## src/rtl/contactor_sequencer_if.sv

```systemverilog
// Operator/interlock/feedback handshake between a contactor sequencer and its
// surroundings. The sequencer takes the slave side.
interface contactor_sequencer_if;
  logic       i_Req;
  logic       i_Permit;
  logic       i_Fb;
  logic       i_FaultClr;
  logic       o_Coil;
  logic       o_Closed;
  logic       o_Busy;
  logic       o_Fault;
  logic [1:0] o_FaultCode;

  modport master (
    output i_Req, i_Permit, i_Fb, i_FaultClr,
    input  o_Coil, o_Closed, o_Busy, o_Fault, o_FaultCode
  );

  modport slave (
    input  i_Req, i_Permit, i_Fb, i_FaultClr,
    output o_Coil, o_Closed, o_Busy, o_Fault, o_FaultCode
  );
endinterface

```

## src/rtl/contactor_sequencer.sv

```systemverilog
// Per-contactor close/open sequencer: drives the coil, debounces the aux
// feedback and supervises close/open completion with timeouts.
module contactor_sequencer #(
  parameter int DEBOUNCE_CYCLES = 16,
  parameter int CLOSE_TIMEOUT   = 1000,
  parameter int OPEN_TIMEOUT    = 1000
) (
  input  logic                  i_Clk,
  input  logic                  i_Rst_n,
  contactor_sequencer_if.slave  bus
);
  localparam int TMAX = (CLOSE_TIMEOUT > OPEN_TIMEOUT) ? CLOSE_TIMEOUT : OPEN_TIMEOUT;
  localparam int TW   = $clog2(TMAX + 1);
  localparam int CW   = $clog2(DEBOUNCE_CYCLES + 1);

  typedef enum logic [2:0] {
    ST_OPEN, ST_CLOSING, ST_CLOSED, ST_OPENING, ST_FAULT
  } state_e;

  state_e        state_q, state_d;
  logic [1:0]    code_q, code_d;
  logic [TW-1:0] timer_q, timer_d;
  logic          sync1_q, sync2_q;
  logic [CW-1:0] cnt_q, cnt_d;
  logic          closed_q, closed_d;

  // Feedback debounce: only an unbroken run of differing samples flips closed_q.
  always_comb begin
    cnt_d    = '0;
    closed_d = closed_q;
    if (sync2_q != closed_q) begin
      if (cnt_q == CW'(DEBOUNCE_CYCLES - 1)) closed_d = ~closed_q;
      else                                   cnt_d    = cnt_q + 1'b1;
    end
  end

  always_comb begin
    state_d = state_q;
    code_d  = code_q;
    case (state_q)
      ST_OPEN: begin
        if (closed_q) begin
          state_d = ST_FAULT;
          code_d  = 2'd3;
        end else if (bus.i_Req && bus.i_Permit) begin
          state_d = ST_CLOSING;
        end
      end
      ST_CLOSING: begin
        if (!bus.i_Permit)                          state_d = ST_OPENING;
        else if (closed_q)                          state_d = ST_CLOSED;
        else if (timer_q == TW'(CLOSE_TIMEOUT - 1)) begin
          state_d = ST_FAULT;
          code_d  = 2'd1;
        end
      end
      ST_CLOSED: begin
        if (!bus.i_Req || !bus.i_Permit) state_d = ST_OPENING;
        else if (!closed_q) begin
          state_d = ST_FAULT;
          code_d  = 2'd2;
        end
      end
      ST_OPENING: begin
        if (!closed_q)                             state_d = ST_OPEN;
        else if (timer_q == TW'(OPEN_TIMEOUT - 1)) begin
          state_d = ST_FAULT;
          code_d  = 2'd3;
        end
      end
      ST_FAULT: begin
        // Acknowledge only takes effect once the contactor is seen open.
        if (bus.i_FaultClr && !closed_q) begin
          state_d = ST_OPEN;
          code_d  = 2'd0;
        end
      end
      default: begin
        state_d = ST_OPEN;
        code_d  = 2'd0;
      end
    endcase
  end

  // Timer counts cycles of residency; any state change restarts it.
  always_comb begin
    timer_d = '0;
    if (state_d == state_q && (state_q == ST_CLOSING || state_q == ST_OPENING))
      timer_d = timer_q + 1'b1;
  end

  always_ff @(posedge i_Clk or negedge i_Rst_n) begin
    if (!i_Rst_n) begin
      state_q  <= ST_OPEN;
      code_q   <= 2'd0;
      timer_q  <= '0;
      sync1_q  <= 1'b0;
      sync2_q  <= 1'b0;
      cnt_q    <= '0;
      closed_q <= 1'b0;
    end else begin
      state_q  <= state_d;
      code_q   <= code_d;
      timer_q  <= timer_d;
      sync1_q  <= bus.i_Fb;
      sync2_q  <= sync1_q;
      cnt_q    <= cnt_d;
      closed_q <= closed_d;
    end
  end

  assign bus.o_Coil      = (state_q == ST_CLOSING) || (state_q == ST_CLOSED);
  assign bus.o_Closed    = closed_q;
  assign bus.o_Busy      = (state_q == ST_CLOSING) || (state_q == ST_OPENING);
  assign bus.o_Fault     = (state_q == ST_FAULT);
  assign bus.o_FaultCode = (state_q == ST_FAULT) ? code_q : 2'd0;
endmodule

```

## src/flat_wrapper.sv

```systemverilog
// flat-port wrapper written by rule: the top's interface ports become plain ports
module contactor_sequencer_flat 
#(
  parameter int DEBOUNCE_CYCLES = 16,
  parameter int CLOSE_TIMEOUT   = 1000,
  parameter int OPEN_TIMEOUT    = 1000
)
  (i_Clk, i_Rst_n, bus_i_Req, bus_i_Permit, bus_i_Fb, bus_i_FaultClr, bus_o_Coil, bus_o_Closed, bus_o_Busy, bus_o_Fault, bus_o_FaultCode);
  contactor_sequencer_if bus_i ();
  input  logic i_Clk;
  input  logic i_Rst_n;
  input wire logic [$bits(bus_i.i_Req)-1:0] bus_i_Req;
  input wire logic [$bits(bus_i.i_Permit)-1:0] bus_i_Permit;
  input wire logic [$bits(bus_i.i_Fb)-1:0] bus_i_Fb;
  input wire logic [$bits(bus_i.i_FaultClr)-1:0] bus_i_FaultClr;
  output wire logic [$bits(bus_i.o_Coil)-1:0] bus_o_Coil;
  output wire logic [$bits(bus_i.o_Closed)-1:0] bus_o_Closed;
  output wire logic [$bits(bus_i.o_Busy)-1:0] bus_o_Busy;
  output wire logic [$bits(bus_i.o_Fault)-1:0] bus_o_Fault;
  output wire logic [$bits(bus_i.o_FaultCode)-1:0] bus_o_FaultCode;
  assign bus_i.i_Req = bus_i_Req;
  assign bus_i.i_Permit = bus_i_Permit;
  assign bus_i.i_Fb = bus_i_Fb;
  assign bus_i.i_FaultClr = bus_i_FaultClr;
  assign bus_o_Coil = bus_i.o_Coil;
  assign bus_o_Closed = bus_i.o_Closed;
  assign bus_o_Busy = bus_i.o_Busy;
  assign bus_o_Fault = bus_i.o_Fault;
  assign bus_o_FaultCode = bus_i.o_FaultCode;
  contactor_sequencer #(.DEBOUNCE_CYCLES(DEBOUNCE_CYCLES), .CLOSE_TIMEOUT(CLOSE_TIMEOUT), .OPEN_TIMEOUT(OPEN_TIMEOUT)) u_core (.i_Clk(i_Clk), .i_Rst_n(i_Rst_n), .bus(bus_i));
endmodule
```

## config.mk

```make
export PLATFORM = sky130hd
export DESIGN_NAME = contactor_sequencer_flat
export DESIGN_NICKNAME = d
export VERILOG_FILES = /design/src/rtl/contactor_sequencer_if.sv /design/src/rtl/contactor_sequencer.sv /design/src/flat_wrapper.sv
export SDC_FILE = /design/constraint.sdc
export NUM_CORES = 1
export LEC_CHECK = 0
export ABC_AREA = 1
export BUFFER_PORTS_ARGS = -buffer_cell sky130_fd_sc_hd__clkbuf_2
export CELL_PAD_IN_SITES_DETAIL_PLACEMENT = 1
export CELL_PAD_IN_SITES_GLOBAL_PLACEMENT = 2
export CORE_UTILIZATION = 30
export CTS_BUF_LIST = sky130_fd_sc_hd__clkbuf_8 sky130_fd_sc_hd__clkbuf_16
export CTS_CLUSTER_DIAMETER = 50
export DETAILED_ROUTE_END_ITERATION = 8
export PLACE_DENSITY = 0.74
export SLEW_MARGIN = 20
export SYNTH_ARGS = -nofsm -noshare
export SYNTH_HDL_FRONTEND = slang
export SYNTH_SLANG_ARGS = --single-unit
export TNS_END_PERCENT = 5
```

## constraint.sdc

```tcl
create_clock -name i_Clk -period 1.38 [get_ports i_Clk]
set_input_delay 0.345 -clock i_Clk [delete_from_list [all_inputs] [get_ports i_Clk]]
set_output_delay 0.345 -clock i_Clk [all_outputs]
set_load 0.005 [all_outputs]
```

==> flow_metrics.py, run 1 <==
metrics = {
    "outcome": {
        "status": "finished with violations",
        "violated_checks": "setup timing",
    },
    "synth": {
        "synth_simple_gate_area_share_pct": 27.9,
        "postSynthNetCount": 159,
        "synth.top_cell.area_share_pct": 48.0,
        "postSynthCellCount": 151,
        "synth-xor-area-share_pct": 6.58,
        "yosysWarningCount": 0,
        "netlist.top_cell.by_area": "sky130_fd_sc_hd__dfrtp_1",
        "synth_top_family_by_area": "simple AND/OR/NAND/NOR gates",
        "synth.yosys.seq_area_share_pct": 48.0,
        "synth_mux_area_share_pct": 0,
        "yosys_register_bits": 23,
        "syn_avg_cell_area_sq_um": 7.94,
        "synthTopCellsByArea": "sky130_fd_sc_hd__dfrtp_1 48%, sky130_fd_sc_hd__nand2_1 8.8%, sky130_fd_sc_hd__nor2_1 7.2%",
        "mappedNetlistArea_sq_um": 1200,
        "post_synth_fa_ha_maj_area_fraction_pct": 2.09,
        "synth-compound-area-share_pct": 6.99,
        "yosysUniqueCellTypes": 21,
    },
    "route": {
        "drt-total-wl_mm": 3.51,
        "post-route-drc-count": 0,
        "drt.antenna.violating_nets": 0,
        "first_pass_iters": 4,
        "post_drt_wl_per_cell_um": 13.8,
        "avgViaCountPerCell": 4.73,
        "initialDrtViolationCount": 34,
        "dr_total_vias": 1205,
    },
    "timing": {
        "report.final.setup_viol": 19,
        "fmax_mhz": 614,
        "grt_setup_unrepaired": "true",
        "timing.slew.headroom_pct": 59.8,
        "tightest_slew_ns": 0.603,
        "worst_slack_ns": -0.249,
        "layout_worst_path_cycle_share_pct": 118,
        "timing.clock.skew_ns": 0.00779,
        "finalHoldViolCount": 0,
        "period_needed_ns": 1.63,
        "finalMaxSlewViolations": 0,
        "fin_hold_ws_ns": 0.0664,
    },
    "pwr": {
        "powerDensity_nw_per_um2": 1580,
        "power_report.internal_total_w": 0.00169,
        "ir_drop_mv": 0.679,
        "power.combinational.fraction_pct": 54.6,
        "p_leak_nw": 0.899,
        "relative_contribution_of_sequential_cells_to_total_power_pct": 30.4,
        "power_frac_clock_pct": 15.0,
        "power.net_switching_w": 0.00111,
        "power_switching_share_pct": 39.7,
        "pnr_total_power_w": 0.00281,
    },
    "critical_path": {
        "timing.rr.start": "u_core.state_q[2]$_DFF_PN0_",
        "criticalPathCategory": "reg2out",
        "end_kind": "output port",
        "cp.arrival_ns": 1.28,
        "cp_data_required_time_ns": 1.03,
        "timing.critical_path.from_type": "flop",
        "worstPathMaxFanout": 4,
        "crit_start": "u_core.state_q[1]$_DFF_PN0_",
    },
    "placed_design": {
        "dpl_worst_slack_ns": -0.169,
        "detailed_place_hpwl_mm": 2.44,
        "portBuffers": 11,
        "routabilityCongestion": 0.810,
    },
    "clock_network": {
        "insertion_delay_ns": 0.27,
        "clkTransAtPathRegs_ns": 0.09,
        "clockRootBuffer": "sky130_fd_sc_hd__clkbuf_8",
        "tritoncts": "yes",
        "numCtsBuffers": 3,
        "clock_path_buffers": 2,
        "htree_levels": 1,
        "cts.sinks": 23,
    },
    "grt": {
        "via_count_of_the_first_global_routing_pass": 1325,
        "global_route_wire_length_before_repair_mm": 5.89,
        "global_route.overflow_total": 0,
        "globalRouteTotalUtil_pct": 18.1,
        "antenna_found_initial": 0,
        "grt_start_max_net_pins": 24,
    },
    "floorplan": {
        "design.die.area_sq_um": 4250,
        "die_height_um": 65.2,
        "design.portCount": 12,
        "core_area_sq_um": 3740,
        "start_util_pct": 32.0,
        "std_cell_rows": 22,
        "die-width_um": 65.2,
    },
    "job": {
        "max-cap-violations": 0,
    },
    "final_layout": {
        "drive_above_1_share_pct": 44.0,
        "synthToLayoutAreaGrowth_pct": 48.4,
        "final_nets": 216,
        "antennaDiodeCount": 0,
    },
    "min_path": {
        "hold_class": "in2async",
    },
}
==> critical path: stages (launching register included) <==
cell and delay (ns):
sky130_fd_sc_hd__dfrtp_1 0.43, sky130_fd_sc_hd__buf_4 0.17, sky130_fd_sc_hd__nor2_4 0.11, sky130_fd_sc_hd__inv_2 0.05, sky130_fd_sc_hd__buf_6 0.11, sky130_fd_sc_hd__nand2_2 0.04, sky130_fd_sc_hd__clkbuf_2 0.10
==> per-layer routing <==
layer | part of all wire (%) | GRT usage (%)
met4 | 1.1 | 3.53
met1 | 43 | 19.8
met2 | 53 | 35.1
met3 | 2.8 | 3.99
met5 | 0 | 0
==> worst paths after layout <==
kind / endpoint / slack, ns / depth (start not counted)
setup / recovery: bus_o_Coil / -0.25 / 6
hold / removal: u_core.timer_q[8]$_DFF_PN0_ / 0.07 / 1
setup reg to reg: u_core.timer_q[6]$_DFF_PN0_ / -0.18 / 10
hold reg to reg: u_core.sync2_q$_DFF_PN0_ / 0.36 / 0
max in group asynchronous: u_core.state_q[0]$_DFF_PN0_ / 0.89 / 1
min in group i_Clk: u_core.sync1_q$_DFF_PN0_ / 0.18 / 1
==> state kept, by name, indices dropped and copies added (netlist names) <==
| register | count |
|---|---|
| u_core.sync2_q | 1 |
| u_core.bus.o_Closed | 1 |
| u_core.sync1_q | 1 |
| u_core.cnt_q | 5 |
| u_core.code_q | 2 |
| u_core.timer_q | 10 |
| u_core.state_q | 3 |
==> through the flow <==
| stage | area (sq um) | TNS [ns] | utilization, % | std cells |
|---|---|---|---|---|
| floorplan | 1220 | -0.0100 | - | 151 |
| global placement | 1560 | -1.44 | 41.8 | 241 |
| detailed placement | 1560 | -1.86 | 41.8 | 241 |
| CTS | 1710 | -3.32 | 45.7 | 253 |
| global route | 1780 | -4.53 | 47.5 | 255 |
| finish | 1780 | -3.04 | 47.5 | 255 |
==> cells by family after synthesis <==
group | Yosys count
AOI/OAI and AO/OA | 16
xor gates and xnor gates | 9
adders and majority gates | 2
buffers and inverters | 25
DFF | 23
and+or+nand+nor | 76
==> power groups by stage <==
stage          Combinational [W]  Sequential (W)  Clock [W]
3_3_place_gp            0.000993        0.000856          0
5_1_grt                  0.00167        0.000865   0.000459
3_5_place_dp             0.00103        0.000862          0
2_1_floorplan           0.000529        0.000840          0
6_report                 0.00153        0.000854   0.000422
4_1_cts                  0.00128        0.000844   0.000444
==> placed cells by master (no fill, tap or decap), drive strengths merged, types with 2 or more instances in the layout <==
| cell type | instances |
|---|---|
| xnor2 | 4 |
| inv | 23 |
| nand3 | 10 |
| nor2 | 26 |
| buf | 43 |
| nand2 | 32 |
| nor3 | 5 |
| ha | 2 |
| clkbuf | 13 |
| a21oi | 4 |
| o21ai | 10 |
| nand4 | 2 |
| xor2 | 5 |
| dfrtp | 23 |
==> cells in the mapped netlist (all sizes together) <==
cell type	count
nor2	26
buf	2
xor2	5
o211ai	1
nor4	1
dfrtp	23
nand3	10
and3	1
xnor2	4
a31oi	1
ha	2
nand2	31
nand4	2
a21oi	4
o21ai	10
inv	23
nor3	5
==> cell type report <==
class	instances	area (sq um)
tap	48	60.1
clock buffer	3	41.3
sequential	23	577
clock inverter	1	5.00
multi-input combinational	104	626
fill	478	1960
timing repair buffer	53	382
inverter	23	88.8
==> repair_timing <==
| action | CTS | global route |
|---|---|---|
| cloned | 0 | 1 |
| pin swaps | 5 | 7 |
| endpoints found under the setup margin | 19 | 19 |
| hold buffers | 0 | 0 |
| setup buffers | 8 | 1 |
| resized for setup | 12 | 21 |
No activity file was read; power rests on OpenSTA's default activity.
==> inputs of run 2 (changes only) <==
--- a/config.mk
+++ b/config.mk
@@ -9,11 +9,11 @@
 export BUFFER_PORTS_ARGS = -buffer_cell sky130_fd_sc_hd__clkbuf_2
 export CELL_PAD_IN_SITES_DETAIL_PLACEMENT = 1
 export CELL_PAD_IN_SITES_GLOBAL_PLACEMENT = 2
-export CORE_UTILIZATION = 30
+export CORE_UTILIZATION = 36
 export CTS_BUF_LIST = sky130_fd_sc_hd__clkbuf_8 sky130_fd_sc_hd__clkbuf_16
 export CTS_CLUSTER_DIAMETER = 50
 export DETAILED_ROUTE_END_ITERATION = 8
-export PLACE_DENSITY = 0.74
+export PLACE_DENSITY = 0.83
 export SLEW_MARGIN = 20
 export SYNTH_ARGS = -nofsm -noshare
 export SYNTH_HDL_FRONTEND = slang
==> constraint.sdc (replaced) <==
create_clock -name i_Clk -period 2.09 [get_ports i_Clk]
set_input_delay 0.5225 -clock i_Clk [delete_from_list [all_inputs] [get_ports i_Clk]]
set_output_delay 0.5225 -clock i_Clk [all_outputs]
set_load 0.005 [all_outputs]
==> run 2 against run 1 <==
Compared with the run above: the flow now finishes without violations; combinational power fell by 72%; core utilization fell by 4.4 points; cell area fell by 25%; cell count fell by 18%; critical endpoint unchanged; largest power group is now registers.
==> flow_metrics.py, run 2 (synthesis results as in run 1) <==
metrics = {
    "clock_network": {
        "cts.sinks": 23,
        "clkTransAtPathRegs_ns": 0.07,
        "clockRootBuffer": "sky130_fd_sc_hd__clkbuf_8",
        "numCtsBuffers": 3,
        "clock_path_buffers": 2,
        "insertion_delay_ns": 0.26,
        "cts_resized": 0,
        "cts_setup_buffers": 0,
        "tritoncts": "yes",
        "htree_levels": 1,
        "post_cts_hold_buffer_count": 0,
    },
    "critical_path": {
        "timing.critical_path.from_type": "flop",
        "crit_start": "u_core.state_q[2]$_DFF_PN0_",
        "combined_buffer_and_inverter_count_along_the_critical_path": 3,
        "ff2ff_path_depth": 10,
        "timing.rr.start": "u_core.timer_q[0]$_DFF_PN0_",
        "cp_slowest_stage_delay_ns": 0.47,
        "end_kind": "output port",
        "setup.reg_to_reg.worst_slack_ns": 0.36,
        "critical_path.cell_chain": "inv_2, nand2_1, nor2_2, inv_2, nand2_1, clkbuf_2",
        "criticalPathCategory": "reg2out",
        "cp.arrival_ns": 1.36,
        "slowest_stage": "sky130_fd_sc_hd__dfrtp_1",
        "cp_top_delay_family": "flip-flops",
        "cp_data_required_time_ns": 1.57,
        "critical_path.reg2reg.endpoint": "u_core.timer_q[2]$_DFF_PN0_",
        "worstPathMaxFanout": 5,
    },
    "timing": {
        "worst_slack_ns": 0.211,
        "timing.slew.headroom_pct": 62.2,
        "finalHoldViolCount": 0,
        "finalMaxSlewViolations": 0,
        "period_needed_ns": 1.88,
        "tightest_slew_ns": 0.566,
        "fmax_mhz": 532,
        "setup-tns-final_ns": 0,
        "layout_worst_path_cycle_share_pct": 89.9,
        "report.final.setup_viol": 0,
        "grt_setup_unrepaired": "false",
        "timing.clock.skew_ns": 0.000683,
    },
    "floorplan": {
        "design.die.area_sq_um": 3560,
        "core_area_sq_um": 3100,
        "std_cell_rows": 20,
        "start_util_pct": 38.6,
        "die-width_um": 59.7,
        "die_height_um": 59.7,
        "design.portCount": 12,
    },
    "final_layout": {
        "largest_register_ffs": 10,
        "final_nets": 173,
        "registers.top_by_ff_count": "u_core.timer_q",
        "top_regs": "u_core.timer_q (10), u_core.cnt_q (5), u_core.state_q (3)",
        "synthToLayoutAreaGrowth_pct": 11.7,
        "drive_above_1_share_pct": 14.0,
        "antennaDiodeCount": 0,
        "final_common_cell": "sky130_fd_sc_hd__nand2_1",
        "layout.cells.most_common_list": "28 x sky130_fd_sc_hd__nand2_1, 23 x sky130_fd_sc_hd__nor2_1, 23 x sky130_fd_sc_hd__dfrtp_1",
    },
    "route": {
        "drt.antenna.violating_nets": 0,
        "post-route-drc-count": 0,
        "post_drt_wl_per_cell_um": 11.9,
        "avgViaCountPerCell": 4.74,
        "drt-total-wl_mm": 2.48,
        "dr_total_vias": 986,
        "first_pass_iters": 4,
        "initialDrtViolationCount": 36,
    },
    "placed_design": {
        "portBuffers": 11,
        "dpl_worst_slack_ns": 0.350,
        "detailed_place_hpwl_mm": 1.95,
        "routabilityCongestion": 0.807,
    },
    "pwr": {
        "ir_drop_mv": 0.618,
        "powerDensity_nw_per_um2": 951,
        "pnr_total_power_w": 0.00127,
        "p_leak_nw": 0.674,
    },
    "outcome": {
        "status": "finished clean",
    },
    "grt": {
        "grt_start_max_net_pins": 24,
        "globalRouteTotalUtil_pct": 16.8,
        "global_route.overflow_total": 0,
        "global_route_wire_length_before_repair_mm": 4.42,
        "antenna_found_initial": 0,
        "via_count_of_the_first_global_routing_pass": 1018,
    },
    "min_path": {
        "hold_class": "in2async",
    },
    "job": {
        "max-cap-violations": 0,
    },
}
[run 2: cell count changes in the layout (fill, tap and decap cells not counted), moves of 4 or more]
cell                      change
sky130_fd_sc_hd__nand3_2      -4
sky130_fd_sc_hd__nand3_1      +5
sky130_fd_sc_hd__nand2_1      +5
sky130_fd_sc_hd__buf_4       -39
sky130_fd_sc_hd__nor2_2       -4
sky130_fd_sc_hd__inv_1        +5
sky130_fd_sc_hd__nor2_1       +6
[run 2: worst max-delay path by stage]
| stage | endpoint | slack, ns | cells past startpoint |
|---|---|---|---|
| after global routing | bus_o_Coil | 0.1 | 6 |
| after detailed placement | u_core.timer_q[2]$_DFF_PN0_ | 0.35 | 10 |
| after global placement | u_core.timer_q[5]$_DFF_PN0_ | 0.46 | 10 |
| after floorplan | u_core.timer_q[0]$_DFF_PN0_ | 0.61 | 10 |
| after CTS | bus_o_Coil | 0.21 | 6 |
| final | bus_o_Coil | 0.21 | 6 |
[run 2: area by class of cell]
cell class / instances / area (sq um)
multi-input combinational: 103 / 522
clock inverter: 1 / 3.75
clock buffer: 3 / 41.3
sequential: 23 / 576
fill: 407 / 1760
inverter: 23 / 86.3
timing repair buffer: 11 / 55.1
tap: 44 / 55.1
[run 2: per-stage QoR]
stage,cells,area [sq um],utilization [%],hold slack (ns)
final,208,1340,43.1,0.243
after global routing,208,1340,43.1,0.271
after CTS,208,1340,43.1,0.256
after detailed placement,204,1290,41.7,0.349
after global placement,204,1290,41.7,0.349
after floorplan,151,1200,-,0.227
[run 2: metal layers]
layer	part of all wire, %	GRT usage, %	wire, um
met2	52	30.3	1290
met3	3.3	4.76	83
met4	0.32	3.32	8
met1	44	19.8	1100
met5	0	0	0
[run 2: power breakdown]
group | internal [W] | leakage [nW] | total, W | switching [W]
clock | 0.000131 | 0.0269 | 0.000261 | 0.000130
combinational | 0.000150 | 0.341 | 0.000430 | 0.000280
sequential | 0.000506 | 0.307 | 0.000582 | 0.0000756
[run 2: worst reg2reg max path, cell delays in order, from the launching register on]
cell                      delay (ns)
sky130_fd_sc_hd__dfrtp_1        0.42
sky130_fd_sc_hd__ha_1           0.24
sky130_fd_sc_hd__nand2_1        0.12
sky130_fd_sc_hd__inv_1          0.05
sky130_fd_sc_hd__nand3_1        0.17
sky130_fd_sc_hd__nand2_2        0.10
sky130_fd_sc_hd__nand3_1        0.10
sky130_fd_sc_hd__nand2_1        0.05
sky130_fd_sc_hd__nor2_1         0.12
sky130_fd_sc_hd__nand2_2        0.14
sky130_fd_sc_hd__nor2_1         0.13
==> inputs of run 3 (changes only) <==
--- a/config.mk
+++ b/config.mk
@@ -6,7 +6,7 @@
 export NUM_CORES = 1
 export LEC_CHECK = 0
 export ABC_AREA = 1
-export BUFFER_PORTS_ARGS = -buffer_cell sky130_fd_sc_hd__clkbuf_2
+export BUFFER_PORTS_ARGS = -buffer_cell sky130_fd_sc_hd__buf_2
 export CELL_PAD_IN_SITES_DETAIL_PLACEMENT = 1
 export CELL_PAD_IN_SITES_GLOBAL_PLACEMENT = 2
 export CORE_UTILIZATION = 36
@@ -14,7 +14,6 @@
 export CTS_CLUSTER_DIAMETER = 50
 export DETAILED_ROUTE_END_ITERATION = 8
 export PLACE_DENSITY = 0.83
-export SLEW_MARGIN = 20
 export SYNTH_ARGS = -nofsm -noshare
 export SYNTH_HDL_FRONTEND = slang
 export SYNTH_SLANG_ARGS = --single-unit
==> run 3 against run 2 <==
Compared with the run above: setup slack improved by 0.024 ns; hold slack got worse by 0.028 ns; cell area rose by 0.84%; clock power rose by 10%.
==> flow_metrics.py, run 3 (synthesis results as in run 1) <==
metrics = {
    "final_layout": {
        "final_common_cell": "sky130_fd_sc_hd__nand2_1",
        "layout.cells.most_common_list": "28 x sky130_fd_sc_hd__nand2_1, 23 x sky130_fd_sc_hd__nor2_1, 23 x sky130_fd_sc_hd__dfrtp_1",
        "synthToLayoutAreaGrowth_pct": 12.6,
        "final-instance-count-excl-fill": 209,
        "final_nets": 174,
        "top_regs": "u_core.timer_q (10), u_core.cnt_q (5), u_core.state_q (3)",
        "drive_above_1_share_pct": 15.2,
        "largest_register_ffs": 10,
        "registers.top_by_ff_count": "u_core.timer_q",
        "antennaDiodeCount": 0,
    },
    "grt": {
        "via_count_of_the_first_global_routing_pass": 955,
        "grt_start_max_net_pins": 24,
        "antenna_found_initial": 0,
        "global_route.overflow_total": 0,
        "globalRouteTotalUtil_pct": 15.4,
        "global_route_wire_length_before_repair_mm": 4.09,
    },
    "critical_path": {
        "cp_data_required_time_ns": 1.57,
        "end_kind": "output port",
        "cp.arrival_ns": 1.33,
        "critical_path.cell_chain": "inv_2, nand2_1, nor2_2, inv_2, nand2_1, buf_2",
        "worstPathMaxFanout": 5,
        "timing.critical_path.from_type": "flop",
        "cp_slowest_stage_delay_ns": 0.47,
        "criticalPathCategory": "reg2out",
        "slowest_stage": "sky130_fd_sc_hd__dfrtp_1",
    },
    "route": {
        "post-route-drc-count": 0,
        "drt.antenna.violating_nets": 0,
        "drt-total-wl_mm": 2.38,
        "first_pass_iters": 4,
        "post_drt_wl_per_cell_um": 11.4,
        "avgViaCountPerCell": 4.69,
        "dr_total_vias": 981,
        "initialDrtViolationCount": 33,
    },
    "placed_design": {
        "dp_cells": 205,
        "routabilityCongestion": 0.808,
        "portBuffers": 11,
        "detailed_place_hpwl_mm": 1.90,
    },
    "timing": {
        "grt_setup_unrepaired": "false",
        "fmax_mhz": 539,
        "finalMaxSlewViolations": 0,
        "tightest_slew_ns": 0.508,
        "timing.slew.headroom_pct": 66.1,
        "timing.clock.skew_ns": 0.00132,
        "period_needed_ns": 1.86,
        "layout_worst_path_cycle_share_pct": 88.8,
        "finalHoldViolCount": 0,
        "setup-tns-final_ns": 0,
        "report.final.setup_viol": 0,
    },
    "clock_network": {
        "clkTransAtPathRegs_ns": 0.09,
        "clockRootBuffer": "sky130_fd_sc_hd__clkbuf_8",
        "cts_setup_buffers": 0,
        "insertion_delay_ns": 0.26,
        "post_cts_hold_buffer_count": 0,
        "cts.sinks": 23,
        "numCtsBuffers": 3,
        "tritoncts": "yes",
        "htree_levels": 1,
        "cts_resized": 0,
        "clock_path_buffers": 2,
    },
    "floorplan": {
        "design.portCount": 12,
        "design.die.area_sq_um": 3560,
        "die-width_um": 59.7,
        "die_height_um": 59.7,
        "start_util_pct": 38.6,
        "std_cell_rows": 20,
        "core_area_sq_um": 3100,
    },
    "pwr": {
        "powerDensity_nw_per_um2": 960,
        "ir_drop_mv": 0.482,
        "p_leak_nw": 0.677,
    },
    "outcome": {
        "status": "finished clean",
    },
    "job": {
        "max-cap-violations": 0,
    },
    "min_path": {
        "hold_class": "in2async",
    },
}
## run 3: power breakdown
part	switching, W	total (W)	internal, W
logic	0.000277	0.000428	0.000151
registers	0.0000753	0.000581	0.000506
clock network	0.000152	0.000287	0.000135
total	0.000505	0.00130	0.000791
## run 3: critical path, delay by kind of cell (launching register included)
kind / cells / cell delay, ns
and+or+nand+nor: 3 / 0.30
DFF: 1 / 0.47
buffers and inverters: 3 / 0.29
## run 3: path summary, 6_finish.rpt
| check | cells past startpoint | end | slack, ns | start |
|---|---|---|---|---|
| max in group asynchronous | 1 | u_core.timer_q[4]$_DFF_PN0_ | 1.54 | i_Rst_n |
| min reg2reg | 0 | u_core.sync2_q$_DFF_PN0_ | 0.37 | u_core.sync1_q$_DFF_PN0_ |
| min in group i_Clk | 1 | u_core.sync1_q$_DFF_PN0_ | 0.36 | bus_i_Fb |
| max reg2reg | 10 | u_core.timer_q[2]$_DFF_PN0_ | 0.35 | u_core.timer_q[0]$_DFF_PN0_ |
| min | 1 | u_core.cnt_q[3]$_DFF_PN0_ | 0.21 | i_Rst_n |
| max | 6 | bus_o_Coil | 0.23 | u_core.state_q[2]$_DFF_PN0_ |
## run 3: cell type report
cell class,instances,area (sq um)
fillers,409,1750
flip-flops and latches,23,576
multi-input cells,103,522
inverters,23,86.3
repair buffers,12,62.6
well taps,44,55.1
clock buffers,3,41.3
clock inverters,1,7.51
## run 3: stage by stage
step / power [W] / hold slack [ns] / area, sq um / setup WS (ns) / util (%)
final: 0.00130 / 0.215 / 1350 / 0.235 / 43.5
after floorplan: 0.000903 / 0.227 / 1200 / 0.611 / -
after global routing: 0.00141 / 0.240 / 1350 / 0.124 / 43.5
after CTS: 0.00132 / 0.231 / 1350 / 0.227 / 43.5
after global placement: 0.00101 / 0.353 / 1300 / 0.463 / 41.9
after detailed placement: 0.00102 / 0.356 / 1300 / 0.344 / 41.9
## run 3: layer usage
metal | vias to the layer above | GRT usage, % | wire [um]
met1 | 460 | 19.2 | 1150
met3 | 2 | 4.11 | 104
met2 | 18 | 25.4 | 1120
met4 | 0 | 5.98 | 8
met5 | - | 0 | 0
li1 | 501 | - | -
